## src/rtl/prism_sp_puzzle_fifo_switch.sv

```systemverilog
// prism_sp_puzzle_fifo_switch
// Routes NCHANNELS shared puzzle FIFOs to either a hardware-puzzle or a
// software-puzzle endpoint. Each channel's read and write directions pick
// their owner independently, and ownership changes pass through a guarded
// handover (BLOCK) so no word is lost, duplicated or split between owners.
//
// Ports
//   clock_i, resetn_i              clock, asynchronous active-low reset
//   sel_r_req_i / sel_w_req_i      requested owner per channel (0=HW, 1=SW)
//   sel_r_o / sel_w_o              current owner per channel
//   busy_r_o / busy_w_o            direction is in handover
//   hw_/sw_rd_en_i, _rd_data_o, _empty_o   consumer-side read ports
//   hw_/sw_wr_en_i, _wr_data_i, _full_o    producer-side write ports
//   fifo_rd_en_o, fifo_rd_data_i, fifo_empty_i   shared FIFO read side
//   fifo_wr_en_o, fifo_wr_data_o, fifo_full_i    shared FIFO write side
//   cnt_{hw,sw}_{r,w}_o            accepted-word counters, 32 bits per channel
//
// Optional feature: define PRISM_SP_PUZZLE_FIFO_SWITCH_STATS_EN to build the
// accepted-word counters; otherwise all cnt_* outputs are tied to zero.
module prism_sp_puzzle_fifo_switch #(
  parameter int                   NCHANNELS    = 4,
  parameter int                   DATA_WIDTH   = 32,
  parameter logic [NCHANNELS-1:0] RESET_SEL_R  = '0,
  parameter logic [NCHANNELS-1:0] RESET_SEL_W  = '0,
  parameter int                   GUARD_CYCLES = 2
) (
  input  logic                            clock_i,
  input  logic                            resetn_i,
  input  logic [NCHANNELS-1:0]            sel_r_req_i,
  input  logic [NCHANNELS-1:0]            sel_w_req_i,
  output logic [NCHANNELS-1:0]            sel_r_o,
  output logic [NCHANNELS-1:0]            sel_w_o,
  output logic [NCHANNELS-1:0]            busy_r_o,
  output logic [NCHANNELS-1:0]            busy_w_o,
  input  logic [NCHANNELS-1:0]            hw_rd_en_i,
  input  logic [NCHANNELS-1:0]            sw_rd_en_i,
  output logic [NCHANNELS*DATA_WIDTH-1:0] hw_rd_data_o,
  output logic [NCHANNELS*DATA_WIDTH-1:0] sw_rd_data_o,
  output logic [NCHANNELS-1:0]            hw_empty_o,
  output logic [NCHANNELS-1:0]            sw_empty_o,
  input  logic [NCHANNELS-1:0]            hw_wr_en_i,
  input  logic [NCHANNELS-1:0]            sw_wr_en_i,
  input  logic [NCHANNELS*DATA_WIDTH-1:0] hw_wr_data_i,
  input  logic [NCHANNELS*DATA_WIDTH-1:0] sw_wr_data_i,
  output logic [NCHANNELS-1:0]            hw_full_o,
  output logic [NCHANNELS-1:0]            sw_full_o,
  output logic [NCHANNELS-1:0]            fifo_rd_en_o,
  input  logic [NCHANNELS*DATA_WIDTH-1:0] fifo_rd_data_i,
  input  logic [NCHANNELS-1:0]            fifo_empty_i,
  output logic [NCHANNELS-1:0]            fifo_wr_en_o,
  output logic [NCHANNELS*DATA_WIDTH-1:0] fifo_wr_data_o,
  input  logic [NCHANNELS-1:0]            fifo_full_i,
  output logic [NCHANNELS*32-1:0]         cnt_hw_r_o,
  output logic [NCHANNELS*32-1:0]         cnt_sw_r_o,
  output logic [NCHANNELS*32-1:0]         cnt_hw_w_o,
  output logic [NCHANNELS*32-1:0]         cnt_sw_w_o
);

  typedef enum logic {ST_ACTIVE = 1'b0, ST_BLOCK = 1'b1} state_e;

  // All 2*NCHANNELS direction FSMs share one body: index d*NCHANNELS+c,
  // d=0 for read, d=1 for write.
  localparam int                     NDIR       = 2 * NCHANNELS;
  localparam logic [NDIR-1:0]        RESET_SEL  = {RESET_SEL_W, RESET_SEL_R};
  localparam logic [3:0]             GUARD_INIT = 4'(GUARD_CYCLES);

  logic [NDIR-1:0] req_all;
  logic [NDIR-1:0] sel_all;
  logic [NDIR-1:0] busy_all;

  assign req_all  = {sel_w_req_i, sel_r_req_i};
  assign sel_r_o  = sel_all[NCHANNELS-1:0];
  assign sel_w_o  = sel_all[NDIR-1:NCHANNELS];
  assign busy_r_o = busy_all[NCHANNELS-1:0];
  assign busy_w_o = busy_all[NDIR-1:NCHANNELS];

  genvar gi, gd;
  generate
    for (gd = 0; gd < 2; gd++) begin : g_dir
      for (gi = 0; gi < NCHANNELS; gi++) begin : g_fsm
        localparam int IDX = gd * NCHANNELS + gi;

        state_e     state_q;
        logic       sel_q;
        logic       tgt_q;
        logic       busy_q;
        logic [3:0] guard_q;

        always_ff @(posedge clock_i or negedge resetn_i) begin
          if (!resetn_i) begin
            state_q <= ST_ACTIVE;
            sel_q   <= RESET_SEL[IDX];
            tgt_q   <= RESET_SEL[IDX];
            busy_q  <= 1'b0;
            guard_q <= '0;
          end else begin
            case (state_q)
              ST_ACTIVE: begin
                // A word accepted on this edge still belongs to the old
                // owner, because routing uses sel_q which changes later.
                if (req_all[IDX] != sel_q) begin
                  tgt_q   <= req_all[IDX];
                  guard_q <= GUARD_INIT;
                  busy_q  <= 1'b1;
                  state_q <= ST_BLOCK;
                end
              end
              ST_BLOCK: begin
                // Request changes are ignored here; the latched target wins
                // and the request is re-compared once back in ACTIVE.
                if (guard_q == 4'd1) begin
                  sel_q   <= tgt_q;
                  busy_q  <= 1'b0;
                  guard_q <= '0;
                  state_q <= ST_ACTIVE;
                end else begin
                  guard_q <= guard_q - 4'd1;
                end
              end
              default: state_q <= ST_ACTIVE;
            endcase
          end
        end

        assign sel_all[IDX]  = sel_q;
        assign busy_all[IDX] = busy_q;
      end
    end

    // Combinational routing. A non-owner, or anyone during BLOCK, sees an
    // empty and full FIFO so it can never move a word.
    for (gi = 0; gi < NCHANNELS; gi++) begin : g_route
      logic r_sw, r_blk, w_sw, w_blk;
      assign r_sw  = sel_all[gi];
      assign r_blk = busy_all[gi];
      assign w_sw  = sel_all[NCHANNELS+gi];
      assign w_blk = busy_all[NCHANNELS+gi];

      assign fifo_rd_en_o[gi] = !r_blk && (r_sw ? sw_rd_en_i[gi] : hw_rd_en_i[gi]);
      assign hw_empty_o[gi]   = r_blk || r_sw  || fifo_empty_i[gi];
      assign sw_empty_o[gi]   = r_blk || !r_sw || fifo_empty_i[gi];
      assign hw_rd_data_o[gi*DATA_WIDTH +: DATA_WIDTH] = fifo_rd_data_i[gi*DATA_WIDTH +: DATA_WIDTH];
      assign sw_rd_data_o[gi*DATA_WIDTH +: DATA_WIDTH] = fifo_rd_data_i[gi*DATA_WIDTH +: DATA_WIDTH];

      assign fifo_wr_en_o[gi] = !w_blk && (w_sw ? sw_wr_en_i[gi] : hw_wr_en_i[gi]);
      assign hw_full_o[gi]    = w_blk || w_sw  || fifo_full_i[gi];
      assign sw_full_o[gi]    = w_blk || !w_sw || fifo_full_i[gi];
      assign fifo_wr_data_o[gi*DATA_WIDTH +: DATA_WIDTH] = w_sw ? sw_wr_data_i[gi*DATA_WIDTH +: DATA_WIDTH]
                                                                : hw_wr_data_i[gi*DATA_WIDTH +: DATA_WIDTH];
    end

`ifdef PRISM_SP_PUZZLE_FIFO_SWITCH_STATS_EN
    // Accepted words are judged by what each side sees, so gating during
    // BLOCK and non-ownership are already folded into empty/full.
    for (gi = 0; gi < NCHANNELS; gi++) begin : g_cnt
      logic [31:0] hw_r_q, sw_r_q, hw_w_q, sw_w_q;

      always_ff @(posedge clock_i or negedge resetn_i) begin
        if (!resetn_i) begin
          hw_r_q <= '0;
          sw_r_q <= '0;
          hw_w_q <= '0;
          sw_w_q <= '0;
        end else begin
          if (hw_rd_en_i[gi] && !hw_empty_o[gi]) hw_r_q <= hw_r_q + 32'd1;
          if (sw_rd_en_i[gi] && !sw_empty_o[gi]) sw_r_q <= sw_r_q + 32'd1;
          if (hw_wr_en_i[gi] && !hw_full_o[gi])  hw_w_q <= hw_w_q + 32'd1;
          if (sw_wr_en_i[gi] && !sw_full_o[gi])  sw_w_q <= sw_w_q + 32'd1;
        end
      end

      assign cnt_hw_r_o[gi*32 +: 32] = hw_r_q;
      assign cnt_sw_r_o[gi*32 +: 32] = sw_r_q;
      assign cnt_hw_w_o[gi*32 +: 32] = hw_w_q;
      assign cnt_sw_w_o[gi*32 +: 32] = sw_w_q;
    end
`else
    assign cnt_hw_r_o = '0;
    assign cnt_sw_r_o = '0;
    assign cnt_hw_w_o = '0;
    assign cnt_sw_w_o = '0;
`endif
  endgenerate

endmodule

```

## config.mk

```make
export PLATFORM = sky130hd
export DESIGN_NAME = prism_sp_puzzle_fifo_switch
export DESIGN_NICKNAME = d
export VERILOG_FILES = /design/src/rtl/prism_sp_puzzle_fifo_switch.sv
export SDC_FILE = /design/constraint.sdc
export NUM_CORES = 1
export LEC_CHECK = 0
export CORE_AREA = 3 3 532 534
export CTS_BUF_LIST = sky130_fd_sc_hd__clkbuf_8
export DETAILED_ROUTE_END_ITERATION = 12
export DIE_AREA = 0 0 535 537
export GPL_ROUTABILITY_DRIVEN = 0
export PLACE_DENSITY = 0.3
export SKIP_LAST_GASP = 1
export SLEW_MARGIN = 30
export SYNTH_ARGS = -nofsm -noshare
export SYNTH_HDL_FRONTEND = slang
export SYNTH_SLANG_ARGS = --single-unit
```

## constraint.sdc

```tcl
create_clock -name clock_i -period 3.35 [get_ports clock_i]
set_clock_uncertainty 0.2 [all_clocks]
set_input_delay 0.335 -clock clock_i [delete_from_list [all_inputs] [get_ports clock_i]]
set_output_delay 0.335 -clock clock_i [all_outputs]
set_load 0.02 [all_outputs]
```

# == Word-level counts from Yosys, hierarchy flattened ==
# Index checks and enable logic that the tools add are counted.
# op_classes
n_bitwise,8
n_eq_ne,32
reduce_logical,80
n_mux,84
n_addsub,8
# op_table
operator,count
2-to-1 mux 32 bit,4
2-to-1 mux 4 bit,16
one-hot mux 4 bit (2 select lines),8
AND reduction 2 bit,24
2-to-1 mux 1 bit,40
== test 4 x 1 -> 1 bit (second input constant),8
logical OR 1 bit,32
one-hot mux 1 bit (2 select lines),16
subtractor 4 x 1 -> 4 bit (second input constant),8
logical NOT 1 bit,16
inequality test 2 x 1 -> 1 bit (second input constant),8
inequality test 2 bit (second input constant),8
logical AND 1 bit,8
inequality test 1 bit,8
inverter 1 bit,8
# totals
output_inout_bits,936
in_bits,418
register_bits,64
word_cells,252

# == Depth between registers and ports, before layout ==
# Gate-level depths: netlist (run 1).
# logic_depth
ltp_word,3
depth_mapped,5
ltp_nobuf,5

# == Worst setup path after synthesis (run 1) ==
# Ideal clock, no wire load.
# synth_timing
path_type,register to output
startpoint,reg g_dir[1].g_fsm[0].sel_q
endpoint,out fifo_wr_data_o[15]
t_arrival_ps,1206
setup_slack_ps,1609
t_required_ps,2815
stages_incl_launch_ff,4
n_path_buf,2
path_cell_list,dfrtp_1 -> buf_2 -> buf_2 -> mux2_2
# synth_via
elab_chain_len,1
# synth_rtl
element,line_no,source
start: declaration,84,logic sel_q;
start signal: assignment,92,sel_q <= RESET_SEL[IDX];
start signal: assignment,112,sel_q <= tgt_q;
2-to-1 mux 32 bit,148,assign fifo_wr_data_o[gi*DATA_WIDTH +: DATA_WIDTH] = w_sw ? sw_wr_data_i[gi*DATA_WIDTH +: DATA_WIDTH]
end: declaration,51,"output logic [NCHANNELS*DATA_WIDTH-1:0] fifo_wr_data_o,"
# Every way passes these cells.

# == Worst setup path after layout (run 1) ==
# layout_timing
startpoint,reg g_dir[1].g_fsm[3].sel_q
endpoint,out fifo_wr_en_o[3]
# layout_via
elab_chain_len,2
# layout_rtl
element,line_no,source
start: declaration,84,
start signal: assignment,92,
start signal: assignment,112,
2-to-1 mux 1 bit,145,assign fifo_wr_en_o[gi] = !w_blk && (w_sw ? sw_wr_en_i[gi] : hw_wr_en_i[gi]);
logical AND 1 bit,145,
end: declaration,50,"output logic [NCHANNELS-1:0] fifo_wr_en_o,"
# Every way passes these cells.

==> results.json, run 1 <==
{
  "viasPerCell": 1.567,
  "criticalPathCategory": "flip-flop to primary output",
  "postPlaceCellArea_mm2": 0.01609,
  "max_freq_ghz": 0.3325,
  "core_mm2": 0.2789,
  "netlist_instances": 1282,
  "die_w_um": 535,
  "yosysTopAreaCell": "buf_4",
  "synth-edff-count": 0,
  "nets": 1899,
  "outcome": "complete, no violations",
  "vdd_drop_max_mv": 0.2299,
  "dieArea_mm2": 0.2873,
  "grtUsageMet1_pct": 5.382,
  "setup.worst_path.end": "fifo_wr_en_o[3]",
  "drcViolationCount": 0,
  "async_reset_ff_share_pct": 100.0,
  "tns_ns": 0,
  "detailed_place_hpwl_um": 106500,
  "regToRegSetupSlack_ns": 1.55,
  "num_vias": 8167,
  "top_level_ports": 1354,
  "end_kind": "primary output",
  "rsz0062_at_grt": "false",
  "cts_resized": 0,
  "yosysMostFrequentCell": "buf_4",
  "worstPathMaxFanout": 15,
  "clk_latency_ns": 0.47,
  "start_util_pct": 3.878,
  "p_per_area_mw_per_mm2": 519.2,
  "drtPass1Iterations": 4,
  "synth_area_mm2": 0.01082,
  "cts_sinks": 64,
  "drt-initial-drc-count": 261,
  "antenna_left": 0,
  "drv_cap": 0,
  "grt_max_degree": 41,
  "gr-usage-all-layers_pct": 7.405,
  "final.min_clock_period_ns": 3.007,
  "tightest_slew_ns": 0.8321,
  "yosysWarningCount": 0,
  "synthTopCellsByArea": "buf_4 (54%), dfrtp_1 (15%), mux2_2 (14%)",
  "wire_per_inst_um": 21.60,
  "stdcell_count": 5213,
  "numCtsBuffers": 9,
  "cp_data_required_time_ns": 2.81,
  "ys_ff_latch": 64,
  "htree_levels": 3,
  "grt_pass1_vias": 7166,
  "gr-usage-met2_pct": 11.53,
  "synth.top_cell.area_share_pct": 54.41,
  "syn_avg_cell_area_um2": 8.437,
  "setup_viol": 0,
  "slew_headroom_pct": 44.53,
  "antenna_found_initial": 129,
  "busiest_layer": "met2",
  "rr_startpoint": "g_dir[0].g_fsm[3].sel_q",
  "grt_pass1_wl_um": 125400,
  "grt_overflow": 0,
  "synth_common_cells": "buf_4 (784), mux2_2 (134), dfrtp_1 (64)",
  "post-route-period-util_pct": 89.77,
  "final_cell_area_mm2": 0.01637,
  "path_clk_slew_ns": 0.10,
  "ys_seq_area_share_pct": 14.81,
  "synth-main-ff-cell": "dfrtp_1",
  "die_h_um": 537,
  "root_buffer": "clkbuf_8",
  "use_met3_pct": 8.782,
  "portBuffers": 457,
  "ff2ff_path_depth": 4,
  "cp-startpoint": "g_dir[1].g_fsm[3].sel_q",
  "hold_class": "input pin to async pin",
  "slew_violations": 0,
  "start_kind": "flip-flop",
  "dp.cells": 5177,
  "r2r_end": "g_dir[0].g_fsm[3].guard_q[3]",
  "cp_data_arrival_time_ns": 2.47,
  "hold_viol": 0,
  "area_growth_pct": 51.37,
  "wirelength_um": 112600,
  "p_leak_nw": 5.645,
  "synth.distinct_cells": 41,
  "layout-drive-gt1-share_pct": 11.90,
  "rows": 194,
  "cts_tree": "done",
  "cts_buffer_depth": 2
}
sequential cells by signal, summed over array words and instances (netlist names):
name / cells
g_dir.g_fsm.state_q: 8
g_dir.g_fsm.sel_q: 8
g_dir.g_fsm.tgt_q: 8
g_dir.g_fsm.busy_q: 8
g_dir.g_fsm.guard_q: 32
worst min path at each step:
stage                            start                       end  slack, ns
3_3_place_gp   g_dir[0].g_fsm[0].tgt_q   g_dir[0].g_fsm[0].sel_q       0.29
2_1_floorplan                 resetn_i  g_dir[0].g_fsm[0].busy_q      -0.16
4_1_cts                       resetn_i   g_dir[0].g_fsm[3].sel_q       0.22
3_5_place_dp                  resetn_i   g_dir[0].g_fsm[3].sel_q       0.29
6_report                      resetn_i   g_dir[0].g_fsm[3].sel_q       0.28
5_1_grt                       resetn_i   g_dir[0].g_fsm[3].sel_q       0.28
cell usage in the layout, fill, tap and decap left out, types with 4 or more instances in the layout:
master / n
a21o_1: 4
a21oi_1: 23
a221o_1: 4
a22oi_1: 4
buf_4: 9
clkbuf_8: 9
clkdlybuf4s50_1: 456
clkinv_1: 4
conb_1: 512
dfrtp_1: 60
diode_2: 19
ha_1: 16
inv_1: 25
mux2_2: 134
mux2i_1: 13
nand2_1: 25
nand3_1: 19
nor2_1: 32
nor3_1: 7
nor3b_1: 5
nor4_1: 4
o21ai_0: 32
o31ai_1: 6
or3_1: 10
or3b_2: 4
xnor2_1: 4
xor2_1: 8
repair_timing:
action,in CTS,in global routing
setup buffers,0,0
endpoints found under the hold margin,36,0
hold buffers,1,0
power by group:
group	internal, mW	total (mW)	switching, mW
clock network	0.426	0.934	0.508
registers	1.13	1.81	0.681
logic	2.61	5.76	3.15
layer usage:
layer	vias to the layer above	share of wire (%)
met1	3432	25
met2	1075	43
met5	-	0.92
met3	309	26
met4	102	5.2
li1	3249	-
area by class of cell:
cell class | instances | area [um^2]
flip-flops and latches | 64 | 1609
fillers | 32920 | 262500
inverters | 29 | 108.9
clock inverters | 7 | 101.3
well taps | 3724 | 4659
repair buffers | 469 | 4702
clock buffers | 9 | 123.9
diodes | 19 | 47.55
multi-input cells | 892 | 5021
critical path, cell delays in order (launching register included):
cell             delay, ns
dfrtp_2               0.77
mux2i_1               0.21
buf_4                 0.20
nor2_1                0.09
clkdlybuf4s50_1       0.69
through the flow:
stage	setup slack (ns)	power [mW]	hold slack (ns)	utilization [%]
final	0.3428	8.502	0.2802	5.871
after floorplan	1.609	5.898	-0.1606	-
after CTS	0.04220	8.834	0.2202	5.853
after global routing	0.02239	9.185	0.2802	5.854
after global placement	0.5999	7.772	0.2928	5.768
after detailed placement	0.6538	7.736	0.2913	5.768
kinds of logic after synthesis:
kind of cell               share of synthesized area [%]
xor gates and xnor gates                          0.9717
other                                            0.03467
AOI/OAI and AO/OA                                  4.824
muxes                                              15.26
buffers and inverters                              56.51
adders and majority gates                          1.851
and+or+nand+nor                                    5.749
DFF                                                14.81
(Power assumes the default switching activity.)
==> run 2: changes to the inputs <==
Settings changed: HOLD_SLACK_MARGIN set to 0.12.
==> results of run 2 <==
The final DEF is identical to that of run 1; final timing and power are the same.
